### config.mk
export PLATFORM = sky130hd
export DESIGN_NAME = seg_display_scheduler_flat
export DESIGN_NICKNAME = d
export VERILOG_FILES = /design/src/rtl/display_pkg.sv /design/src/rtl/seg_display_scheduler_if.sv /design/src/rtl/rr_pick.sv /design/src/rtl/seg_display_scheduler.sv /design/src/flat_wrapper.sv
export SDC_FILE = /design/constraint.sdc
export NUM_CORES = 1
export LEC_CHECK = 0
export BUFFER_PORTS_ARGS = -buffer_cell sky130_fd_sc_hd__buf_4
export CORE_MARGIN = 2
export CORE_UTILIZATION = 49
export CTS_CLUSTER_DIAMETER = 60
export DETAILED_ROUTE_END_ITERATION = 8
export PLACE_DENSITY = 0.78
export REMOVE_ABC_BUFFERS = 1
export SLEW_MARGIN = 20
export SYNTH_ARGS = -nofsm -noshare
export SYNTH_HDL_FRONTEND = slang
export SYNTH_SLANG_ARGS = --single-unit
export TNS_END_PERCENT = 100
### constraint.sdc
create_clock -name i_clk -period 2.7 [get_ports i_clk]
set_input_delay 0.54 -clock i_clk [delete_from_list [all_inputs] [get_ports i_clk]]
set_output_delay 0.54 -clock i_clk [all_outputs]
set_load 0.01 [all_outputs]
### src/rtl/display_pkg.sv
// Shared definitions for the seven-segment display scheduler:
// FSM state encoding, 25 MHz timing defaults and a counter sizing helper.
package display_pkg;

    typedef enum logic [1:0] {
        ST_IDLE = 2'd0,
        ST_SHOW = 2'd1,
        ST_GAP  = 2'd2
    } state_e;

    // 1 s of display and 100 ms of blank at 25 MHz
    localparam int DEF_DWELL_CYCLES = 25_000_000;
    localparam int DEF_BLANK_CYCLES = 2_500_000;

    // Bits needed to count 0 .. max(a,b)-1; never less than one bit
    function automatic int cnt_width(input int a, input int b);
        int m;
        m = (a > b) ? a : b;
        return (m > 1) ? $clog2(m) : 1;
    endfunction

endpackage

### src/rtl/seg_display_scheduler_if.sv
// Request/data bundle from the byte producers plus the display-side outputs
// of the scheduler. master = producer/top-level side, slave = scheduler.
interface seg_display_scheduler_if
    import display_pkg::*;
#(
    parameter int N_SRC = 4
);
    localparam int SEL_W = $clog2(N_SRC);

    logic [N_SRC-1:0]   i_req;
    logic [8*N_SRC-1:0] i_data;
    logic               i_hold;
    logic [7:0]         o_byte;
    logic               o_blank;
    logic [N_SRC-1:0]   o_grant;
    logic [SEL_W-1:0]   o_sel;

    modport master (
        output i_req, i_data, i_hold,
        input  o_byte, o_blank, o_grant, o_sel
    );

    modport slave (
        input  i_req, i_data, i_hold,
        output o_byte, o_blank, o_grant, o_sel
    );
endinterface

### src/rtl/rr_pick.sv
// Combinational round-robin picker: finds the first requesting index after
// `last`, wrapping modulo N. `last` itself is reached only at the end of the
// search, so it wins only when it is the sole requester.
module rr_pick #(
    parameter int N     = 4,
    parameter int SEL_W = (N > 1) ? $clog2(N) : 1
) (
    input  logic [N-1:0]     req,
    input  logic [SEL_W-1:0] last,
    output logic             found,
    output logic [SEL_W-1:0] idx
);
    localparam int SUM_W = SEL_W + 2;

    logic [SEL_W:0]   shamt;
    logic [N-1:0]     rot;
    logic [SUM_W-1:0] off;
    logic [SUM_W-1:0] sum;

    // Rotate so that bit 0 of rot corresponds to index last+1
    assign shamt = (SEL_W+1)'(last) + (SEL_W+1)'(1);
    assign rot   = N'({req, req} >> shamt);

    // Lowest set bit of the rotated vector, mapped back to a source index
    always_comb begin
        found = 1'b0;
        off   = '0;
        for (int k = N - 1; k >= 0; k--) begin
            if (rot[k]) begin
                found = 1'b1;
                off   = SUM_W'(k);
            end
        end
        sum = SUM_W'(last) + SUM_W'(1) + off;
        if (sum >= SUM_W'(N)) begin
            sum = sum - SUM_W'(N);
        end
        idx = sum[SEL_W-1:0];
    end
endmodule

### src/rtl/seg_display_scheduler.sv
// Time-shares the two-digit seven-segment display between N_SRC byte
// producers. Active requesters are granted round-robin for DWELL_CYCLES
// each, separated by a BLANK_CYCLES gap so the viewer sees the switch.
// o_byte feeds bin_to_7seg; o_blank forces the segments off upstream.
module seg_display_scheduler
    import display_pkg::*;
#(
    parameter int N_SRC        = 4,
    parameter int DWELL_CYCLES = DEF_DWELL_CYCLES,
    parameter int BLANK_CYCLES = DEF_BLANK_CYCLES
) (
    input logic                     i_clk,
    input logic                     i_rst,
    seg_display_scheduler_if.slave  bus
);
    localparam int SEL_W = $clog2(N_SRC);
    localparam int CNT_W = cnt_width(DWELL_CYCLES, BLANK_CYCLES);

    localparam logic [CNT_W-1:0] DWELL_LAST = CNT_W'(DWELL_CYCLES - 1);
    localparam logic [CNT_W-1:0] BLANK_LAST = CNT_W'(BLANK_CYCLES - 1);

    state_e             state_q, state_d;
    logic [CNT_W-1:0]   cnt_q, cnt_d;
    logic [SEL_W-1:0]   last_q, last_d;
    logic [SEL_W-1:0]   sel_q, sel_d;
    logic [N_SRC-1:0]   grant_q, grant_d;
    logic               blank_q, blank_d;
    logic [7:0]         byte_q, byte_d;

    logic               pick_found;
    logic [SEL_W-1:0]   pick_idx;
    logic               others_req;
    logic [7:0]         src_byte [N_SRC];

    for (genvar k = 0; k < N_SRC; k++) begin : g_src
        assign src_byte[k] = bus.i_data[8*k +: 8];
    end

    rr_pick #(
        .N     (N_SRC),
        .SEL_W (SEL_W)
    ) u_pick (
        .req   (bus.i_req),
        .last  (last_q),
        .found (pick_found),
        .idx   (pick_idx)
    );

    // In SHOW, grant_q is the one-hot of the shown source
    assign others_req = |(bus.i_req & ~grant_q);

    // State, counter, round-robin pointer and registered outputs
    always_ff @(posedge i_clk) begin
        if (i_rst) begin
            state_q <= ST_IDLE;
            cnt_q   <= '0;
            last_q  <= SEL_W'(N_SRC - 1);
            sel_q   <= '0;
            grant_q <= '0;
            blank_q <= 1'b1;
            byte_q  <= 8'h00;
        end else begin
            state_q <= state_d;
            cnt_q   <= cnt_d;
            last_q  <= last_d;
            sel_q   <= sel_d;
            grant_q <= grant_d;
            blank_q <= blank_d;
            byte_q  <= byte_d;
        end
    end

    // Next-state logic; outputs are derived from the next state so all of
    // them change together on the same edge
    always_comb begin
        state_d = state_q;
        cnt_d   = cnt_q;
        last_d  = last_q;

        case (state_q)
            ST_IDLE: begin
                cnt_d = '0;
                if (pick_found) begin
                    state_d = ST_SHOW;
                    last_d  = pick_idx;
                end
            end
            ST_SHOW: begin
                // A dropped request beats both hold and dwell expiry
                if (!bus.i_req[last_q]) begin
                    state_d = ST_GAP;
                    cnt_d   = '0;
                end else if (!bus.i_hold) begin
                    if (cnt_q == DWELL_LAST) begin
                        cnt_d = '0;
                        if (others_req) begin
                            state_d = ST_GAP;
                        end
                    end else begin
                        cnt_d = cnt_q + CNT_W'(1);
                    end
                end
            end
            ST_GAP: begin
                if (cnt_q == BLANK_LAST) begin
                    cnt_d = '0;
                    if (pick_found) begin
                        state_d = ST_SHOW;
                        last_d  = pick_idx;
                    end else begin
                        state_d = ST_IDLE;
                    end
                end else begin
                    cnt_d = cnt_q + CNT_W'(1);
                end
            end
            default: begin
                state_d = ST_IDLE;
                cnt_d   = '0;
            end
        endcase

        grant_d = '0;
        blank_d = 1'b1;
        byte_d  = 8'h00;
        sel_d   = sel_q;
        if (state_d == ST_SHOW) begin
            grant_d = N_SRC'(1) << last_d;
            blank_d = 1'b0;
            byte_d  = src_byte[last_d];
            sel_d   = last_d;
        end
    end

    assign bus.o_byte  = byte_q;
    assign bus.o_blank = blank_q;
    assign bus.o_grant = grant_q;
    assign bus.o_sel   = sel_q;
endmodule

### src/flat_wrapper.sv
// flat-port wrapper written by rule: the top's interface ports become plain ports
module seg_display_scheduler_flat import display_pkg::*;
#(
    parameter int N_SRC        = 4,
    parameter int DWELL_CYCLES = DEF_DWELL_CYCLES,
    parameter int BLANK_CYCLES = DEF_BLANK_CYCLES
)
  (i_clk, i_rst, bus_i_req, bus_i_data, bus_i_hold, bus_o_byte, bus_o_blank, bus_o_grant, bus_o_sel);
  seg_display_scheduler_if #(.N_SRC(N_SRC)) bus_i ();
  input logic i_clk;
  input logic i_rst;
  input wire logic [$bits(bus_i.i_req)-1:0] bus_i_req;
  input wire logic [$bits(bus_i.i_data)-1:0] bus_i_data;
  input wire logic [$bits(bus_i.i_hold)-1:0] bus_i_hold;
  output wire logic [$bits(bus_i.o_byte)-1:0] bus_o_byte;
  output wire logic [$bits(bus_i.o_blank)-1:0] bus_o_blank;
  output wire logic [$bits(bus_i.o_grant)-1:0] bus_o_grant;
  output wire logic [$bits(bus_i.o_sel)-1:0] bus_o_sel;
  assign bus_i.i_req = bus_i_req;
  assign bus_i.i_data = bus_i_data;
  assign bus_i.i_hold = bus_i_hold;
  assign bus_o_byte = bus_i.o_byte;
  assign bus_o_blank = bus_i.o_blank;
  assign bus_o_grant = bus_i.o_grant;
  assign bus_o_sel = bus_i.o_sel;
  seg_display_scheduler #(.N_SRC(N_SRC), .DWELL_CYCLES(DWELL_CYCLES), .BLANK_CYCLES(BLANK_CYCLES)) u_core (.i_clk(i_clk), .i_rst(i_rst), .bus(bus_i));
endmodule
* Word level (Yosys, flattened, before mapping)
Cells that the tools add are included.
** Operators by class
- $add $sub $neg :: 5
- Multipliers :: 0
- Divide/modulo/power cells :: 0
- Magnitude comparators :: 3
- Equality and inequality tests :: 6
- Shift operators :: 2
- Muxes and demuxes :: 31
- Bitwise logic cells :: 4
- Reductions and logical operators :: 3
** Operators with widths (count)
- $mux W25 :: 4
- $pmux W25 S2 :: 1
- $add A25 B1 Y25 const B :: 1
- $eq A25 B22 Y1 const B :: 1
- $eq A25 B25 Y1 const B :: 1
- $mux W2 :: 10
- $bmux W8 S2 :: 1
- $mux W8 :: 2
- $mux W4 :: 3
- $shr A8 B3 Y4 :: 1
- $mux W1 :: 7
- $add A2 B1 Y3 const B :: 2
- $pmux W2 S3 :: 1
- $add A3 B4 Y4 :: 1
- $and A4 B4 Y4 :: 1
- $eq A2 B1 Y1 const B :: 2
- $ge A4 B3 Y1 const B :: 1
- $not A4 Y4 :: 1
- $pmux W2 S2 :: 1
- $reduce_or A4 Y1 :: 1
- $shl A1 B2 Y4 const A :: 1
- $ge A3 B3 Y1 const B :: 1
- $lt A2 B3 Y1 const B :: 1
- $ne A3 B3 Y1 const B :: 1
- 7 further kinds :: 7
** Word-level totals
- Flip-flop bits (word level) :: 44
- Bits in latches :: 0
- RAM bits :: 0
- Bits in read-only memories :: 0
- Bits of input ports :: 39
- Output and inout bits :: 15
- Word-level logic and storage cells :: 61
- Memories :: 0

* Longest topological paths before layout
- Depth in word-level cells :: 16
- Depth in mapped cells :: 13
- Mapped depth without buffers :: 12

* Hierarchy
Synthesis repeated with hierarchy kept, for this count alone.
** Second synthesis, totals
- Cell total of the unflattened synthesis :: 305
- Area total of the unflattened synthesis :: 2795.2 um^2
** Modules (own cells, without submodules)
- seg_display_scheduler :: times used 1, cells an instance 279, area each 2620.0 um^2, seq. area each 880.8 um^2
- rr_pick :: times used 1, cells an instance 26, area each 175.2 um^2, seq. area each 0.0 um^2

* Worst setup path after synthesis
No wires, ideal clock.
- Kind :: input -> register
- From :: in bus_i_req[1]
- To :: reg u_core.byte_q[0] (netlist: u_core.bus.o_byte[0])
- Setup time :: 95 ps
- Arrival time :: 2713 ps
- Required time :: 2605 ps
- Slack :: -109 ps
- Stages on the path :: 12
- Path buffers :: 2
- Cell sequence :: clkbuf_1 -> or3_1 -> o221ai_1 -> a21oi_1 -> ha_1 -> o22a_1 -> o32a_1 -> o22ai_1 -> nor3_1 -> or2_2 -> buf_4 -> a221oi_1
** On the way
- Word-level cells in the longest chain between the ends :: 15
- Elaborated cells between the ends (all ways) :: 35
- Classes of those cells :: add/sub: 2; order compare: 1; eq/ne: 1; shift: 1; mux: 25; bitwise: 3; reduce/logical: 2
** RTL lines
- start, declared :: RTL line flat_wrapper.sv:12 : input wire logic [$bits(bus_i.i_req)-1:0] bus_i_req;
- $shr A8 B3 Y4 :: RTL line rr_pick.sv:22 : assign rot = N'({req, req} >> shamt);
- $mux W2 :: RTL line rr_pick.sv:29 : if (rot[k]) begin
- $mux W4 (3 in a row) :: RTL line rr_pick.sv:29
- $add A3 B4 Y4 :: RTL line rr_pick.sv:34 : sum = SUM_W'(last) + SUM_W'(1) + off;
- $ge A4 B3 Y1 / $sub A2 B1 Y2 (equally long branches) :: RTL line rr_pick.sv:35, rr_pick.sv:36
- $mux W2 :: RTL line rr_pick.sv:35 : if (sum >= SUM_W'(N)) begin
- $mux W2 :: RTL line seg_display_scheduler.sv:83, seg_display_scheduler.sv:107
- $mux W2 :: RTL line seg_display_scheduler.sv:105 : if (cnt_q == BLANK_LAST) begin
- $pmux W2 S2 :: RTL line seg_display_scheduler.sv:80 : case (state_q)
- $not A2 Y3 (implied by the code) :: RTL line seg_display_scheduler.sv:130 : byte_d = src_byte[last_d];
- $bmux W8 S2 :: RTL line seg_display_scheduler.sv:130
- $mux W8 (implied by the code) (2 in a row) :: RTL line seg_display_scheduler.sv:130
- end signal, assigned :: RTL line seg_display_scheduler.sv:69 : byte_q <= byte_d;
- end, declared :: RTL line seg_display_scheduler.sv:28 : logic [7:0] byte_q, byte_d;
Parallel ways exist; a longest one is shown, timed or not. The select of a mux whose other input is x is not followed.
A chain may end at the register's enable or synchronous reset.

* Worst setup path in the final report
- From :: reg u_core.cnt_q[23]
- To :: reg u_core.byte_q[2] (netlist: u_core.bus.o_byte[2])
** On the way
- Word-level cells in the longest chain between the ends :: 8
- Elaborated cells between the ends (all ways) :: 16
- Classes of those cells :: eq/ne: 3; mux: 10; bitwise: 2; reduce/logical: 1
** RTL lines
- start, declared :: RTL line seg_display_scheduler.sv:23 : logic [CNT_W-1:0] cnt_q, cnt_d;
- start signal, assigned :: RTL line seg_display_scheduler.sv:64 : cnt_q <= cnt_d;
- $eq A25 B25 Y1 :: RTL line seg_display_scheduler.sv:94 : if (cnt_q == DWELL_LAST) begin
- $mux W2 :: RTL line seg_display_scheduler.sv:94
- $mux W2 :: RTL line seg_display_scheduler.sv:93 : end else if (!bus.i_hold) begin
- $mux W2 :: RTL line seg_display_scheduler.sv:90 : if (!bus.i_req[last_q]) begin
- $pmux W2 S3 :: RTL line seg_display_scheduler.sv:80
- $eq A2 B1 Y1 :: RTL line seg_display_scheduler.sv:127 : if (state_d == ST_SHOW) begin
- $not A1 Y1 (no source line)
- $reduce_or A2 Y1 (no source line)
Parallel ways exist; a longest one is shown, timed or not. The select of a mux whose other input is x is not followed.

==> summary.md <==
| Metric | Value |
|---|---|
| Cells after DPL | 433 |
| WHS Endpoint | u_core.state_q[1] |
| Synth Area in Adders | 2.97% |
| Routability cong. | roughly 0.87 |
| Final hold violation count | 0 |
| Top-count cell post-synth | dfxtp_1 |
| Final global-route overflow total | 0 |
| Maximum fanout along the worst path | 13 |
| Post-Layout Cell Count | between 400 and 500 |
| Row count | 26 |
| Slew HR | a little over two thirds |
| Synth top area share | 34.9% |
| FF+latch count, synth | 44 |
| # port buffers | 53 |
| Worst Path Required | 2870 ps |
| GRT Total Usage | 22.0% |
| Die Y | 75.8 microns |
| Initial antenna violation count | 0 |
| CTS buffer count | 5 |
| Mapped Cells | ~290 |
| Final Net Count | 416 |
| Drt first pass iters | 4 |
| Post-synth ARST share | 0% |
| Post-synth EDFFs | 0 |
| Slew at the pin closest to its max-slew limit | 451 ps |
| Crit path DAT | 2720 ps |
| WL met2 | roughly 3300 microns |
| Minimum clock period | 2550 ps |
| Synth warn | 0 |
| Final slew viol count | 0 |
| Die ar. | 5750 sq um |
| DRT met1 WL | between 2000 and 3000 microns |
| Synth cell types | 60 |
| Area contributors post-synth | dfxtp_1 35%, nor2_1 6.1%, xor2_1 4.5%, xnor2_1 4.2%, a211oi_1 3.3% |
| Antenna Nets Post-Route | 0 |
| P_int | 1770 uW |
| Leakage | between 0.001 and 0.0015 uW |
| Synth Area in Compound Gates | 16.0% |
| Xor-xnor portion of the synthesized cell area | 8.66% |
| H-tree Lvls | 2 |
| FF+latch area | 881 sq um |
| Initial core utilization | 50.1% |
| R2R depth | 6 |
| Worst setup SP type | flop |
| R2R Path End | u_core.bus.o_byte[2] |
| Hold WC Path Type | input pin to flop |
| Layout cells sized above 1 | 31.7% |
| CTS tree | yes |
| Final period utilization | roughly 94% |
| Net Sw Frac | between 30% and 40% |
| Commonest cells post-synth | 44 x dfxtp_1, 41 x nor2_1, 19 x nand2_1, 13 x xor2_1, 12 x xnor2_1 |
| N_diodes | 0 |
| Core ar. | 5040 sq um |
| CTS sink cnt | 44 |
| Clock skew | 4.75 ps |
| CTS clk-pin slew, worst paths | 80 ps |
| Dpl hpwl | around 4700 microns |
| R2R Setup Slk | 150 ps |
| Prevailing post-synth register cell | dfxtp_1 |
| Sw power | 1180 uW |
| Clk Tree Root Cell | clkbuf_8 |
| Setup crit end kind | flop |
| Fmax achieved | 0.392 GHz |
| Seq/Total Area, Yosys | 34.9% |
| Residual DRC count | 0 |
| Critical path class | flop to flop |
| Pin count of the biggest net entering global routing | 26 |
| Final core occ | between 60% and 70% |
| PwrDens | around 900 nW/um^2 |
| P&R area growth vs syn | 33.2% |
| Via density per instance | ~5.5 |
| Die Wd | 75.8 microns |
| Top sig layer | met4 |
| Mux cell area share after synthesis | under 10% |
| Comb power frac | 57.6% |
| Main combinational cell family by area after synthesis | simple AND/OR/NAND/NOR gates |
| Yosys top cell by area | dfxtp_1 |
| Clock power share | 14.6% |
| Clock buffer depth | 2 |
| Endpoints failing setup | 0 |
| Routed wire length | 6400 microns |
| Drt wl/cell | 14.5 microns |
| Ports | 54 |
| Syn Std Cell Area | approximately 2500 sq um |
| Latest clock arrival within the worst-skew pair | approximately 300 ps |
| Critical R2R Launch | u_core.cnt_q[23] |
| Setup TNS Final | 0 ps |
| Met3 wire length | 218 microns |
| # fillers | 440 |
| First-pass GRT wire length | 9760 microns |
| Simple-Gate Fraction of Synth Area | ~29% |
| Multi-input gate area | 1590 sq um |
| VDD IR-drop max | around 0.50 mV |
| Status | finished, final reports clean |
| Worst hold path depth | 2 |
| Vias | 2446 |
| Syn Area/Cell | 8.81 sq um |
| Iter 0 DRT Violations | 107 |
| HP Start | i_rst |
| Max Cap Violations | 0 |
| Seq pwr share | between 20% and 30% |
| Vias in the first global route | 2153 |
## state kept, by name, indices dropped and copies added, names as in the netlist
| name | cells |
|---|---|
| u_core.bus.o_blank | 1 |
| u_core.bus.o_byte | 8 |
| u_core.bus.o_grant | 4 |
| u_core.bus.o_sel | 2 |
| u_core.cnt_q | 25 |
| u_core.last_q | 2 |
| u_core.state_q | 2 |
## power groups by stage
| stage | Clock (uW) | Sequential (uW) | Combinational, uW |
|---|---|---|---|
| after floorplan | 0 | 865 | 971 |
| after global placement | 0 | 829 | 1590 |
| after detailed placement | 0 | 835 | 1630 |
| after CTS | 435 | 819 | 1650 |
| after global routing | 463 | 834 | 1840 |
| final | 429 | 820 | 1700 |
## layer usage
layer,vias to the layer above,global-route usage (%)
met3,9,3.84
li1,1212,-
met5,-,0
met2,53,37.8
met4,0,5.26
met1,1172,28.5
## how the worst max path moves through the flow
| stage | from | to | cells past startpoint |
|---|---|---|---|
| 2_1_floorplan | bus_i_req[1] | u_core.bus.o_byte[3] | 9 |
| 3_3_place_gp | bus_i_req[1] | u_core.bus.o_byte[7] | 10 |
| 3_5_place_dp | bus_i_req[1] | u_core.bus.o_byte[4] | 10 |
| 4_1_cts | u_core.cnt_q[17] | u_core.bus.o_byte[4] | 6 |
| 5_1_grt | u_core.cnt_q[14] | u_core.bus.o_byte[2] | 7 |
| 6_report | u_core.cnt_q[23] | u_core.bus.o_byte[2] | 6 |
## worst max-delay path, cell delays in order (launching register included)
cell,delay (ps)
dfxtp_1,340
or4_4,560
or4_1,570
o31ai_1,420
a311oi_4,220
nand3b_4,240
a221oi_1,80
## cells in the final DEF (no fill, tap or decap), types with 2 or more instances in the layout
master     n
a211oi_1  11
a21oi_1    8
a221oi_1   3
a221oi_2   5
a311oi_1   2
and2_1     6
and3_1     4
buf_4     89
clkbuf_1   2
clkbuf_8   6
dfxtp_1   44
ha_1       6
inv_1      8
mux2i_1    8
nand2_1   19
nand2b_1   6
nand3_1    8
nand4_1    9
nor2_1    41
nor2b_1    3
nor3_1     8
nor3_2     3
nor4bb_1   3
o21ai_0    3
o31ai_1    2
or2_4      2
or3_1      3
or4_1      3
or4b_2     2
or4bb_1    2
xnor2_1   12
xor2_1    13
## layout make-up
| cell class | instances | share of cell area, % |
|---|---|---|
| Multi-Input combinational cell | 222 | 47.2 |
| Timing Repair Buffer | 90 | 20.4 |
| Tap cell | 70 | 2.60 |
| Sequential cell | 44 | 26.2 |
| Clock buffer | 8 | 2.68 |
| Inverter | 8 | 0.892 |
## stage by stage
stage / hold WS [ps] / setup WS [ps] / cell area [sq um] / power, uW
2_1_floorplan: 462 / -401 / 2460 / 1840
3_3_place_gp: 505 / -172 / 3230 / 2420
3_5_place_dp: 516 / -245 / 3230 / 2470
4_1_cts: 453 / 18.8 / 3330 / 2900
5_1_grt: 451 / -2.98 / 3370 / 3140
6_report: 451 / 152 / 3370 / 2950
## cells by family (layout without fill, tap and decap cells)
logic type,Yosys count,after routing
buffers and inverters,21,106
adders and majority gates,6,6
muxes,10,10
and+or+nand+nor,133,133
AOI/OAI and AO/OA,48,48
DFF,44,44
xor gates and xnor gates,25,25
## what timing repair did
item | 4_1_cts | 5_1_grt
hold buffers | 0 | 0
setup endpoints to repair | 3 | 13
setup buffers | 0 | 1
resized for setup | 1 | 5
pin swaps | 0 | 2
(Power assumes the default switching activity.)
